[src/rtl/riscv_id.sv]
// RV32I instruction decode stage: one-cycle registered decode into the ID/EX slot,
// with load-use stall detection and EX-redirect squash.
module riscv_id (
   input  logic        clk,
   input  logic        rst,
   input  logic [31:0] pc_in,
   input  logic [31:0] instr,
   input  logic        flush,
   output logic        bubble,
   output logic        valid,
   output logic [31:0] pc_out,
   output logic [6:0]  opcode,
   output logic [4:0]  rd,
   output logic [4:0]  rs1,
   output logic [4:0]  rs2,
   output logic [2:0]  funct3,
   output logic [6:0]  funct7,
   output logic [31:0] imm,
   output logic        illegal
);

   localparam logic [6:0] OPC_LUI    = 7'b0110111;
   localparam logic [6:0] OPC_AUIPC  = 7'b0010111;
   localparam logic [6:0] OPC_JAL    = 7'b1101111;
   localparam logic [6:0] OPC_JALR   = 7'b1100111;
   localparam logic [6:0] OPC_BRANCH = 7'b1100011;
   localparam logic [6:0] OPC_LOAD   = 7'b0000011;
   localparam logic [6:0] OPC_STORE  = 7'b0100011;
   localparam logic [6:0] OPC_OPIMM  = 7'b0010011;
   localparam logic [6:0] OPC_OP     = 7'b0110011;

   logic [6:0]  opc_d;
   logic        legal_d;
   logic        uses_rs1;
   logic        uses_rs2;
   logic [31:0] imm_d;
   logic        hazard;

   assign opc_d = instr[6:0];

   always_comb begin
      legal_d  = 1'b1;
      uses_rs1 = 1'b0;
      uses_rs2 = 1'b0;
      imm_d    = 32'h0;
      case (opc_d)
         OPC_LUI, OPC_AUIPC: imm_d = {instr[31:12], 12'b0};
         OPC_JAL:
            imm_d = {{11{instr[31]}}, instr[31], instr[19:12], instr[20], instr[30:21], 1'b0};
         OPC_JALR, OPC_LOAD, OPC_OPIMM: begin
            uses_rs1 = 1'b1;
            imm_d    = {{20{instr[31]}}, instr[31:20]};
         end
         OPC_STORE: begin
            uses_rs1 = 1'b1;
            uses_rs2 = 1'b1;
            imm_d    = {{20{instr[31]}}, instr[31:25], instr[11:7]};
         end
         OPC_BRANCH: begin
            uses_rs1 = 1'b1;
            uses_rs2 = 1'b1;
            imm_d    = {{19{instr[31]}}, instr[31], instr[7], instr[30:25], instr[11:8], 1'b0};
         end
         OPC_OP: begin
            uses_rs1 = 1'b1;
            uses_rs2 = 1'b1;
         end
         default: legal_d = 1'b0;
      endcase
   end

   // Illegal encodings clear uses_rs1/uses_rs2, so they can never raise a hazard.
   assign hazard = valid && (opcode == OPC_LOAD) && (rd != 5'd0) &&
                   ((uses_rs1 && (instr[19:15] == rd)) ||
                    (uses_rs2 && (instr[24:20] == rd)));

   assign bubble = hazard && !flush;

   always_ff @(posedge clk or negedge rst) begin
      if (!rst) begin
         valid   <= 1'b0;
         pc_out  <= 32'h0;
         opcode  <= 7'h0;
         rd      <= 5'h0;
         rs1     <= 5'h0;
         rs2     <= 5'h0;
         funct3  <= 3'h0;
         funct7  <= 7'h0;
         imm     <= 32'h0;
         illegal <= 1'b0;
      end else begin
         // Fields always track the presented word; only valid says whether they matter.
         valid   <= !flush && !bubble;
         pc_out  <= pc_in;
         opcode  <= opc_d;
         rd      <= instr[11:7];
         rs1     <= instr[19:15];
         rs2     <= instr[24:20];
         funct3  <= instr[14:12];
         funct7  <= instr[31:25];
         imm     <= imm_d;
         illegal <= !legal_d;
      end
   end

endmodule

[config.mk]
export PLATFORM = sky130hd
export DESIGN_NAME = riscv_id
export DESIGN_NICKNAME = d
export VERILOG_FILES = /design/src/rtl/riscv_id.sv
export SDC_FILE = /design/constraint.sdc
export NUM_CORES = 1
export LEC_CHECK = 0
export CAP_MARGIN = 20
export CORE_UTILIZATION = 50
export CTS_CLUSTER_DIAMETER = 60
export DETAILED_ROUTE_END_ITERATION = 12
export DONT_BUFFER_PORTS = 1
export MAX_ROUTING_LAYER = met4
export SLEW_MARGIN = 25
export SYNTH_ARGS = -nofsm -noshare
export SYNTH_HDL_FRONTEND = slang
export SYNTH_SLANG_ARGS = --single-unit
[constraint.sdc]
create_clock -name clk -period 3.05 [get_ports clk]
set_clock_uncertainty 0.1 [all_clocks]
set_input_delay 0.4575 -clock clk [delete_from_list [all_inputs] [get_ports clk]]
set_output_delay 0.4575 -clock clk [all_outputs]
set_load 0.01 [all_outputs]
; ---- Word-level counts from Yosys, hierarchy flattened
; Cells that the tools add are included.
[word_totals]
register_bits = 98
inputBits = 67
out_inout_bits = 99
wordCells = 43
[classes]
n_eq_ne = 12
mux = 4
n_reduce_logical = 17
[op_table]
columns = op, count
row1 = $pmux 32 s5, 1
row2 = $eq 7x6->1 const B, 3
row3 = $eq 7x7->1 const B, 3
row4 = $eq 7x2->1 const B, 2
row5 = $eq 7x5->1 const B, 2
row6 = $eq 5x5->1, 2
row7 = $reduce_or 9->1, 1
row8 = $logic_and 1x1->1, 7
row9 = $reduce_or 3->1, 2
row10 = $reduce_or 6->1, 1
row11 = $reduce_bool 5->1, 1
row12 = $logic_not 1->1, 3
row13 = $mux 1, 3
row14 = $reduce_or 2->1, 1
row15 = $logic_or 1x1->1, 1

; ---- Logic depth before layout (Yosys ltp)
; Gate-level depths: netlist of the first run.
[logic_depth]
word_depth = 9
depth_mapped = 7

; ---- Worst setup path after synthesis of the first run
; Ideal clock, no wire load.
[synth_timing]
path_kind = input to output
startpoint = in instr[23]
endpoint = out bubble
t_arrival_ns = 1.396
required_ns = 2.492
setup_slack_ns = 1.097
cell_stages = 5
n_path_buf = 0
path_cell_list = xor2_1 > nor3_1 > and4_1 > a31oi_1 > nor4_2
[synth_via]
elab_chain_len = 5
[synth_rtl]
columns = item, line_no
row1 = "start, declared", 7  ; input logic [31:0] instr,
row2 = $eq 5x5->1, 75  ; (uses_rs2 && (instr[24:20] == rd)));
row3 = $logic_and 1x1->1, 75
row4 = $logic_or 1x1->1, 74  ; ((uses_rs1 && (instr[19:15] == rd)) ||
row5 = $logic_and 1x1->1, 73  ; assign hazard = valid && (opcode == OPC_LOAD) && (rd != 5'd0) &&
row6 = $logic_and 1x1->1, 77  ; assign bubble = hazard && !flush;
row7 = "end, declared", 9  ; output logic bubble,
; No other way between the ends.

; ---- Worst setup path after layout of the first run
[layout_timing]
startpoint = reg rd[3]
endpoint = out bubble
[layout_via]
elab_chain_len = 5
word_cells_on_any_way = 9
cone_classes = eq/ne: 2 / reduce/logical: 7
[layout_rtl]
columns = item, line_no
row1 = "start, declared", 13  ; output logic [4:0] rd,
row2 = "start signal, assigned", 96  ; rd <= instr[11:7];
row3 = $eq 5x5->1 (on tied branches), "74, 75"
row4 = $logic_and 1x1->1 (on tied branches), "74, 75"
row5 = $logic_or 1x1->1, 74
row6 = $logic_and 1x1->1 *, 73
row7 = $logic_and 1x1->1 *, 77
; Mark *: on every way between the ends. The rest lies on a longest branch, timed or not.

==> flow_metrics.env, run 1 <==
export IMPL_slew_headroom_pct=57.8
export IMPL_initial_core_util_pct=52.5
export IMPL_post_route_period_util_pct=81.1
export IMPL_r2r_end="valid"
export IMPL_cts_sinks=98
export IMPL_fin_hold_ws_ns=0.0270
export IMPL_ir_drop_v=0.000440
export IMPL_dpl_cell_count=267
export IMPL_ioPinCount=166
export IMPL_synth_fp_nets=263
export IMPL_wl_mm=6.29
export IMPL_r2r_start="rd[3]"
export IMPL_vias=1618
export IMPL_min_delay_start="pc_in[16]"
export IMPL_path_clk_slew_ns=0.09
export IMPL_final_hold_viol_count=0
export IMPL_syn_cell_area_um2=3150
export IMPL_cp_start_kind="flop"
export IMPL_seq_power_share_pct=59.3
export IMPL_min_to="pc_out[16]"
export IMPL_hpwl_mm=4.47
export IMPL_stdcell_count=285
export IMPL_cp_max_fo=4
export IMPL_min_path_type="input port to flop"
export IMPL_yosys_warnings=0
export IMPL_crit_buf_inv=0
export IMPL_outcome="finished, final reports clean"
export IMPL_fin_ws_ns=0.577
export IMPL_period_needed_ns=2.47
export IMPL_cts_buffers=9
export IMPL_swShare_pct=22.0
export IMPL_slew_viol_final=0
export IMPL_tightest_slew_ns=0.631
export IMPL_clockPowerShare_pct=37.4
export IMPL_worstSetupEndpointType="primary output"
export IMPL_intPower_w=0.00185
export IMPL_io_buffer_count=0
export IMPL_p_switching_w=0.000520
export IMPL_via_per_inst=5.68
export IMPL_path_cells="xor2_1 -> nor3_1 -> and4_1 -> a31oi_1 -> nor4_2"
export IMPL_synth_area_per_cell_um2=16.1
export IMPL_antenna_found_initial=0
export IMPL_wire_per_inst_um=22.1
export IMPL_worstPathArrival_ns=1.92
export IMPL_die_area_um2=6610
export IMPL_drt_initial_drc_count=78
export IMPL_p_comb_share_pct=3.2
export IMPL_clock_latency_ns=0.35
export IMPL_power_w=0.00237
export IMPL_fp_dieW_um=81.3
export IMPL_grt_max_degree=99
export IMPL_setup_viol=0
export IMPL_cts_root_buffer="clkbuf_8"
export IMPL_gp_congestion=0.829
export IMPL_drive_above_1_share_pct=12.9
export IMPL_ys_types=35
export IMPL_clockBufferDepth=2
export IMPL_fin_nets=272
export IMPL_cts_tree="done"
export IMPL_crit_required_ns=2.49
export IMPL_grt_total_usage_pct=19.7
export IMPL_grt_ovfl_total=0
export IMPL_grt_pass1_wl_mm=8.90
export IMPL_p_leak_nw=1.73
export IMPL_maxCapViolCount=0
export IMPL_area_delta_synth_final_pct=10.1
export IMPL_grt_pass1_vias=1668
export IMPL_r2r_cells=5
export IMPL_ys_ff_latch=98
export IMPL_postCtsSetupRepairBufs=0
export IMPL_cpMaxStageDelayCell="dfrtp_1"
export IMPL_dr_pass1_iters=4
export IMPL_critPathTopFamily="simple AND/OR/NAND/NOR gates"
export IMPL_ff2ff_setup_slack_ns=1.34
export IMPL_antenna_left=0
export IMPL_antennaDiodeCount=0
export IMPL_htree_num_levels=3
export IMPL_drc=0
export IMPL_rows=28
export IMPL_hold_path_cell_count=0
export IMPL_setup_tns_ns=0
export IMPL_rsz0062_at_grt="no"
export IMPL_power_density_nw_per_um2=683
export IMPL_synth_cells=196
export IMPL_cpPeakStageDelay_ns=0.47
export IMPL_critical_path_class="flop to primary output"
export IMPL_pre_cts_ws_ns=0.936
export IMPL_fmaxAchievable_mhz=404
export IMPL_core_area_um2=5990
export IMPL_seq_area_frac_synth_pct=77.9
export IMPL_fp_dieH_um=81.3
export IMPL_timing_critical_path_from="rd[3]"
-- cells in the final DEF (no fill, tap or decap), types with 2 or more instances in the layout --
cell / instances
nand3_1: 3
and4b_1: 2
clkinv_2: 2
xor2_1: 5
nor2_1: 6
a22o_1: 4
and2_1: 8
inv_1: 3
and2_4: 3
a21o_1: 20
dfrtp_1: 98
o21ai_0: 6
clkbuf_8: 9
a21oi_1: 2
nor3_1: 3
nand2_1: 6
bufinv_16: 2
xnor2_1: 5
-- registers in the layout, summed over array words and instances, names as in the netlist, 3 cells and up --
signal,cells
rs2,5
opcode,7
rs1,5
funct3,3
pc_out,32
funct7,7
imm,32
rd,5
-- what timing repair did --
action	CTS	global route
hold endpoints to repair	98	0
gates resized for setup	0	0
hold buffers	2	0
-- power groups by stage --
stage                     Clock [W]  Sequential (W)  Combinational (W)
after floorplan                   0         0.00142          0.0000450
after global placement            0         0.00143          0.0000462
after detailed placement          0         0.00143          0.0000476
after CTS                  0.000914         0.00141          0.0000779
after global routing       0.000966         0.00141          0.0000865
final                      0.000885         0.00140          0.0000764
-- stage by stage --
step                cell area (um^2)  utilization, %
floorplan                       3150               -
global placement                3210            53.6
detailed placement              3210            53.6
CTS                             3460            57.8
global route                    3460            57.8
finish                          3460            57.8
-- synth_stat cells --
| cell | n | area (um^2) |
|---|---|---|
| buf_6 | 2 | 22.5 |
| a21o_1 | 20 | 150 |
| or3_1 | 1 | 6.26 |
| buf_2 | 2 | 10.0 |
| xnor2_1 | 5 | 43.8 |
| o21ai_0 | 6 | 30.0 |
| a22oi_2 | 1 | 12.5 |
| nor2_2 | 1 | 6.26 |
| xor2_1 | 5 | 43.8 |
| nand2_1 | 6 | 22.5 |
| a31oi_1 | 1 | 6.26 |
| nor4_1 | 1 | 6.26 |
| a22o_1 | 4 | 35.0 |
| nand2_2 | 1 | 6.26 |
| and2_1 | 8 | 50.1 |
| o21ai_2 | 1 | 8.76 |
| nand3_1 | 3 | 15.0 |
| o21a_1 | 1 | 7.51 |
| nor3_1 | 3 | 15.0 |
| and2_4 | 3 | 26.3 |
| and4b_1 | 2 | 20.0 |
| o22ai_1 | 1 | 6.26 |
| nor4_2 | 1 | 12.5 |
| inv_1 | 3 | 11.3 |
| dfrtp_1 | 98 | 2450 |
| nor2_1 | 6 | 22.5 |
| or4_1 | 1 | 7.51 |
| nand3b_1 | 1 | 7.51 |
| a21oi_4 | 1 | 16.3 |
| a32oi_1 | 1 | 8.76 |
| nor2b_4 | 1 | 13.8 |
| a21oi_1 | 2 | 10.0 |
| and4_1 | 1 | 8.76 |
| nor3_4 | 1 | 16.3 |
| o31a_1 | 1 | 8.76 |
-- cell type report --
type                       instances  area, um^2
clock buffer                      10         128
clock inverter                     6        90.1
fill                             456        2530
inverter                           3        11.3
multi-input combinational         91         651
sequential                        98        2450
tap                               75        93.8
timing repair buffer               2        37.5
-- routing by layer --
metal  routed length [um]  global-route usage [%]  vias to the layer above
met5                    0                       -                        -
met4                  106                    10.5                        0
met3                  525                    5.84                       10
met2                 3420                    33.4                       94
met1                 2240                    20.4                      830
li1                     -                       -                      684
-- how the worst max path moves through the flow --
stage | endpoint | slack, ns | cells past startpoint
6_report | bubble | 0.58 | 5
5_1_grt | bubble | 0.49 | 5
4_1_cts | bubble | 0.53 | 5
3_5_place_dp | bubble | 0.94 | 5
3_3_place_gp | bubble | 0.93 | 5
2_1_floorplan | bubble | 1.10 | 5
-- kinds of logic after synthesis --
family	share of synthesized area, %
xor+xnor	2.78
simple gates	8.35
flops	77.9
buf+inv	1.39
compound gates	9.54
Note: power is estimated with default switching activity, not from simulation.
==> run 2, diff against run 1 <==
==> constraint.sdc (replaced) <==
create_clock -name clk -period 2.5 [get_ports clk]
set_clock_uncertainty 0.1 [all_clocks]
set_input_delay 0.375 -clock clk [delete_from_list [all_inputs] [get_ports clk]]
set_output_delay 0.375 -clock clk [all_outputs]
set_load 0.01 [all_outputs]
==> run 2 against run 1 <==
- the run now ends with negative hold slack left
- non-clock buffer count rose by 62
- sequential power rose by 22%
- core utilization is 9.8 points higher
- register-to-register slack worse by 0.51 ns
- combinational power up 86%
- first-iteration DRC count fell by 49%
- setup slack worse by 0.44 ns
- power is 20% higher
- final cell count up 22%
- die area is the same
- clock power up 10%
- clock-buffer cell count rose by 1
==> flow_metrics.env, run 2 (synthesis results as in run 1) <==
export IMPL_outcome="complete, but fails checks"
export IMPL_violations="negative hold slack"
export IMPL_fmaxAchievable_mhz=423
export IMPL_worstSetupEndpointType="primary output"
export IMPL_drive_above_1_share_pct=11.0
export IMPL_via_per_inst=5.33
export IMPL_clockBufferDepth=2
export IMPL_setup_tns_ns=0
export IMPL_top_regs="imm: 32 flops, pc_out: 32 flops"
export IMPL_wire_per_inst_um=20.1
export IMPL_grt_ovfl_total=0
export IMPL_ir_drop_v=0.000364
export IMPL_swShare_pct=23.1
export IMPL_slew_viol_final=0
export IMPL_antennaDiodeCount=0
export IMPL_p_leak_nw=1.96
export IMPL_fp_dieW_um=81.3
export IMPL_htree_num_levels=3
export IMPL_hold_buffers=64
export IMPL_final_cell_mix="dfrtp_1 (96), dlygate4sd3_1 (64), a21o_1 (20), clkbuf_8 (11), and2_1 (8)"
export IMPL_drc=0
export IMPL_critical_path_class="flop to primary output"
export IMPL_seq_power_share_pct=60.6
export IMPL_antenna_found_initial=0
export IMPL_final_area_um2=4050
export IMPL_intPower_w=0.00218
export IMPL_rows=28
export IMPL_power_w=0.00283
export IMPL_dpl_cell_count=267
export IMPL_grt_total_usage_pct=22.1
export IMPL_grt_pass1_vias=1960
export IMPL_clockPowerShare_pct=34.4
export IMPL_regArea_um2=2450
export IMPL_wl_met2_mm=3.74
export IMPL_path_clk_slew_ns=0.09
export IMPL_p_switching_w=0.000654
export IMPL_dr_pass1_iters=4
export IMPL_antenna_left=0
export IMPL_crit_required_ns=2.03
export IMPL_fp_dieH_um=81.3
export IMPL_final_common_cell="dfrtp_1"
export IMPL_fill_cells=400
export IMPL_placed_area_um2=3210
export IMPL_initial_core_util_pct=52.5
export IMPL_power_density_nw_per_um2=698
export IMPL_wl_met3_um=478
export IMPL_grt_pass1_wl_mm=10.2
export IMPL_core_area_um2=5990
export IMPL_area_delta_synth_final_pct=28.8
export IMPL_maxCapViolCount=0
export IMPL_gp_congestion=0.845
export IMPL_cts_buffers=9
export IMPL_wl_met1_mm=2.59
export IMPL_grt_max_degree=99
export IMPL_cts_sinks=98
export IMPL_setup_viol=0
export IMPL_die_area_um2=6610
export IMPL_io_buffer_count=0
export IMPL_worstPathArrival_ns=1.89
export IMPL_clock_latency_ns=0.35
export IMPL_cp_start_kind="flop"
export IMPL_p_comb_share_pct=5.0
export IMPL_cts_root_buffer="clkbuf_8"
export IMPL_multiInputGateArea_um2=656
export IMPL_slew_headroom_pct=61.5
export IMPL_vias=1849
export IMPL_final_hold_viol_count=98
export IMPL_cp_max_fo=4
export IMPL_fin_hold_ws_ns=-0.389
export IMPL_period_needed_ns=2.37
export IMPL_drt_initial_drc_count=40
export IMPL_ioPinCount=166
export IMPL_rsz0062_at_grt="no"
export IMPL_post_route_period_util_pct=94.7
export IMPL_fin_nets=334
export IMPL_min_path_type="input port to asynchronous set/reset pin"
export IMPL_stdcell_count=347
export IMPL_tightest_slew_ns=0.576
export IMPL_ff2ff_setup_slack_ns=0.83
export IMPL_hpwl_mm=4.43
export IMPL_wl_mm=6.98
export IMPL_cts_tree="done"
export IMPL_top_layer="met4"
-- run 2: changes by cell type in the layout (fill, tap and decap cells not counted), sizes merged, moves of 2 or more --
| cell | change |
|---|---|
| bufinv | -2 |
| clkinv | -2 |
| dlygate4sd3 | +63 |
| inv | +2 |
-- run 2: worst paths after layout --
kind,cells after the start,start,end
setup / recovery,5,rd[3],bubble
hold / removal,0,rst,opcode[1]
setup reg to reg,5,rd[3],valid
hold reg to reg,3,opcode[6],valid
max in group asynchronous,0,rst,imm[31]
min in group clk,1,instr[31],imm[31]
-- run 2: metal layers --
metal	track usage [%]	vias up
met5	-	-
met2	37.6	103
li1	-	805
met4	11.4	0
met1	23.6	921
met3	5.84	20
-- run 2: power groups by stage --
stage | sequential, W | combinational (W) | clock (W)
after floorplan | 0.00174 | 0.0000549 | 0
after global placement | 0.00175 | 0.0000566 | 0
after detailed placement | 0.00175 | 0.0000582 | 0
after CTS | 0.00171 | 0.000140 | 0.000997
after global routing | 0.00172 | 0.000153 | 0.00107
final | 0.00171 | 0.000142 | 0.000974
-- run 2: timing repair --
item | in CTS | in global routing
gates resized for setup | 0 | 3
buffers inserted | 0 | 0
hold endpoints to repair | 162 | 98
endpoints found under the setup margin | 0 | 1
-- run 2: area by class of cell --
cell class / count / share of cell area (%)
Inverter: 3 / 0.278
Clock buffer: 11 / 3.74
Clock inverter: 5 / 1.11
Tap cell: 75 / 2.32
Timing Repair Buffer: 64 / 15.8
Sequential cell: 98 / 60.6
Multi-Input combinational cell: 91 / 16.2
-- run 2: per-stage QoR --
step,setup WS [ns],utilization (%)
after detailed placement,0.447,53.6
after global routing,0.0245,67.6
after global placement,0.471,53.6
after floorplan,0.646,-
after CTS,0.0404,67.5
final,0.133,67.6
-- run 2: critical path, cell delays in order (launching register included) --
cell and delay [ns]:
dfrtp_2 0.46, xor2_1 0.16, nor3_2 0.19, and4_1 0.21, a31oi_1 0.12, nor4_2 0.40
==> run 3, diff against run 2 <==
==> constraint.sdc (replaced) <==
create_clock -name clk -period 2.95 [get_ports clk]
set_clock_uncertainty 0.1 [all_clocks]
set_input_delay 0.4425 -clock clk [delete_from_list [all_inputs] [get_ports clk]]
set_output_delay 0.4425 -clock clk [all_outputs]
set_load 0.01 [all_outputs]
==> run 3 against run 2 <==
- the run now ends clean
- critical path depth unchanged
- die area did not move
- hold slack improved by 0.41 ns
- final cell count shrank 2.3%
- global-route usage decreased by 2.0 points
- first-iteration DRC count up 28%
- sequential power shrank 15%
- non-clock buffer count fell by 8
- cell area shrank 2.0%
- critical path type unchanged
- critical endpoint unchanged
- highest routed layer unchanged
==> flow_metrics.env, run 3 (synthesis results as in run 1) <==
export IMPL_outcome="finished, final reports clean"
export IMPL_rsz0062_at_grt="no"
export IMPL_fp_dieW_um=81.3
export IMPL_cts_root_buffer="clkbuf_8"
export IMPL_cts_sinks=98
export IMPL_fmaxAchievable_mhz=404
export IMPL_post_route_period_util_pct=83.8
export IMPL_rows=28
export IMPL_io_buffer_count=0
export IMPL_setup_tns_ns=0
export IMPL_post_cts_resized=0
export IMPL_dpl_cell_count=267
export IMPL_wire_per_inst_um=20.1
export IMPL_fill_cells=423
export IMPL_clock_latency_ns=0.35
export IMPL_p_leak_nw=1.93
export IMPL_gp_congestion=0.828
export IMPL_final_cell_mix="dfrtp_1 (98), dlygate4sd3_1 (55), a21o_1 (20), clkbuf_8 (10), and2_1 (8)"
export IMPL_htree_num_levels=3
export IMPL_antenna_left=0
export IMPL_wl_mm=6.83
export IMPL_postCtsSetupRepairBufs=0
export IMPL_hold_path_cell_count=0
export IMPL_ioPinCount=166
export IMPL_maxCapViolCount=0
export IMPL_cp_max_fo=4
export IMPL_grt_pass1_vias=1794
export IMPL_initial_core_util_pct=52.5
export IMPL_stdcell_count=339
export IMPL_min_path_type="input port to flop"
export IMPL_slew_viol_final=0
export IMPL_grt_pass1_wl_mm=9.23
export IMPL_grt_ovfl_total=0
export IMPL_cp_start_kind="flop"
export IMPL_core_area_um2=5990
export IMPL_final_hold_viol_count=0
export IMPL_hpwl_mm=4.44
export IMPL_setup_viol=0
export IMPL_fin_nets=326
export IMPL_final_area_um2=3970
export IMPL_fin_hold_ws_ns=0.0230
export IMPL_worstSetupEndpointType="primary output"
export IMPL_drive_above_1_share_pct=10.6
export IMPL_slew_headroom_pct=61.1
export IMPL_cts_buffers=9
export IMPL_die_area_um2=6610
export IMPL_grt_total_usage_pct=20.1
export IMPL_clockBufferDepth=2
export IMPL_power_density_nw_per_um2=600
export IMPL_postLayoutCoreUtil_pct=66.3
export IMPL_fp_dieH_um=81.3
export IMPL_worstPathArrival_ns=1.93
export IMPL_drc=0
export IMPL_antenna_found_initial=0
export IMPL_top_regs="imm: 32 flops, pc_out: 32 flops"
export IMPL_placed_area_um2=3210
export IMPL_period_needed_ns=2.47
export IMPL_final_common_cell="dfrtp_1"
export IMPL_vias=1862
export IMPL_crit_required_ns=2.41
export IMPL_via_per_inst=5.49
export IMPL_tightest_slew_ns=0.582
export IMPL_dr_pass1_iters=4
export IMPL_path_clk_slew_ns=0.09
export IMPL_critical_path_class="flop to primary output"
export IMPL_cts_tree="done"
export IMPL_r2r_cells=5
export IMPL_grt_max_degree=99
export IMPL_ir_drop_v=0.000333
export IMPL_area_delta_synth_final_pct=26.2
export IMPL_drt_initial_drc_count=51
export IMPL_antennaDiodeCount=0
[run 3: path summary, 6_finish.rpt]
kind / slack (ns) / endpoint / startpoint
max in group asynchronous: 1.79 / imm[2] / rst
setup reg to reg: 1.22 / valid / rd[3]
min in group asynchronous: 0.61 / imm[31] / rst
hold / removal: 0.02 / rd[1] / instr[8]
hold reg to reg: 0.67 / valid / opcode[4]
setup / recovery: 0.48 / bubble / rd[3]
[run 3: where the power goes]
group	total (W)	switching [W]	internal (W)	leakage [nW]
Sequential	0.00145	0.0000567	0.00140	1.21
Clock	0.000794	0.000455	0.000338	0.0908
Combinational	0.000137	0.0000600	0.0000772	0.631
[run 3: through the flow]
step                power (W)  worst slack [ns]
finish                0.00238             0.478
global route          0.00248             0.329
CTS                   0.00238             0.443
detailed placement    0.00153             0.835
global placement      0.00153             0.847
floorplan             0.00152              1.03
[run 3: metal layers]
layer  vias up  track usage [%]  part of all wire [%]
met3        11             5.51                   7.8
met5         -                -                     0
met1       942             21.4                    35
met4         0             9.46                   1.8
li1        789                -                     -
met2       120             34.4                    55
[run 3: critical path: stages, from the launching register on]
cell and delay (ns):
dfrtp_1 0.47, xor2_1 0.17, nor3_1 0.23, and4_1 0.23
a31oi_1 0.11, nor4_2 0.38
[run 3: repair_timing]
| action | in CTS | in global routing |
|---|---|---|
| endpoints found under the setup margin | 0 | 0 |
| hold endpoints to repair | 131 | 21 |
| hold buffers | 35 | 21 |
[run 3: layout make-up]
| type | instances | area [um^2] | area share [%] |
|---|---|---|---|
| clock buffers | 10 | 138 | 3.46 |
| clock inverters | 6 | 48.8 | 1.23 |
| inverters | 3 | 11.3 | 0.283 |
| multi-input cells | 91 | 651 | 16.4 |
| flip-flops and latches | 98 | 2450 | 61.7 |
| well taps | 75 | 93.8 | 2.36 |
| repair buffers | 56 | 578 | 14.6 |
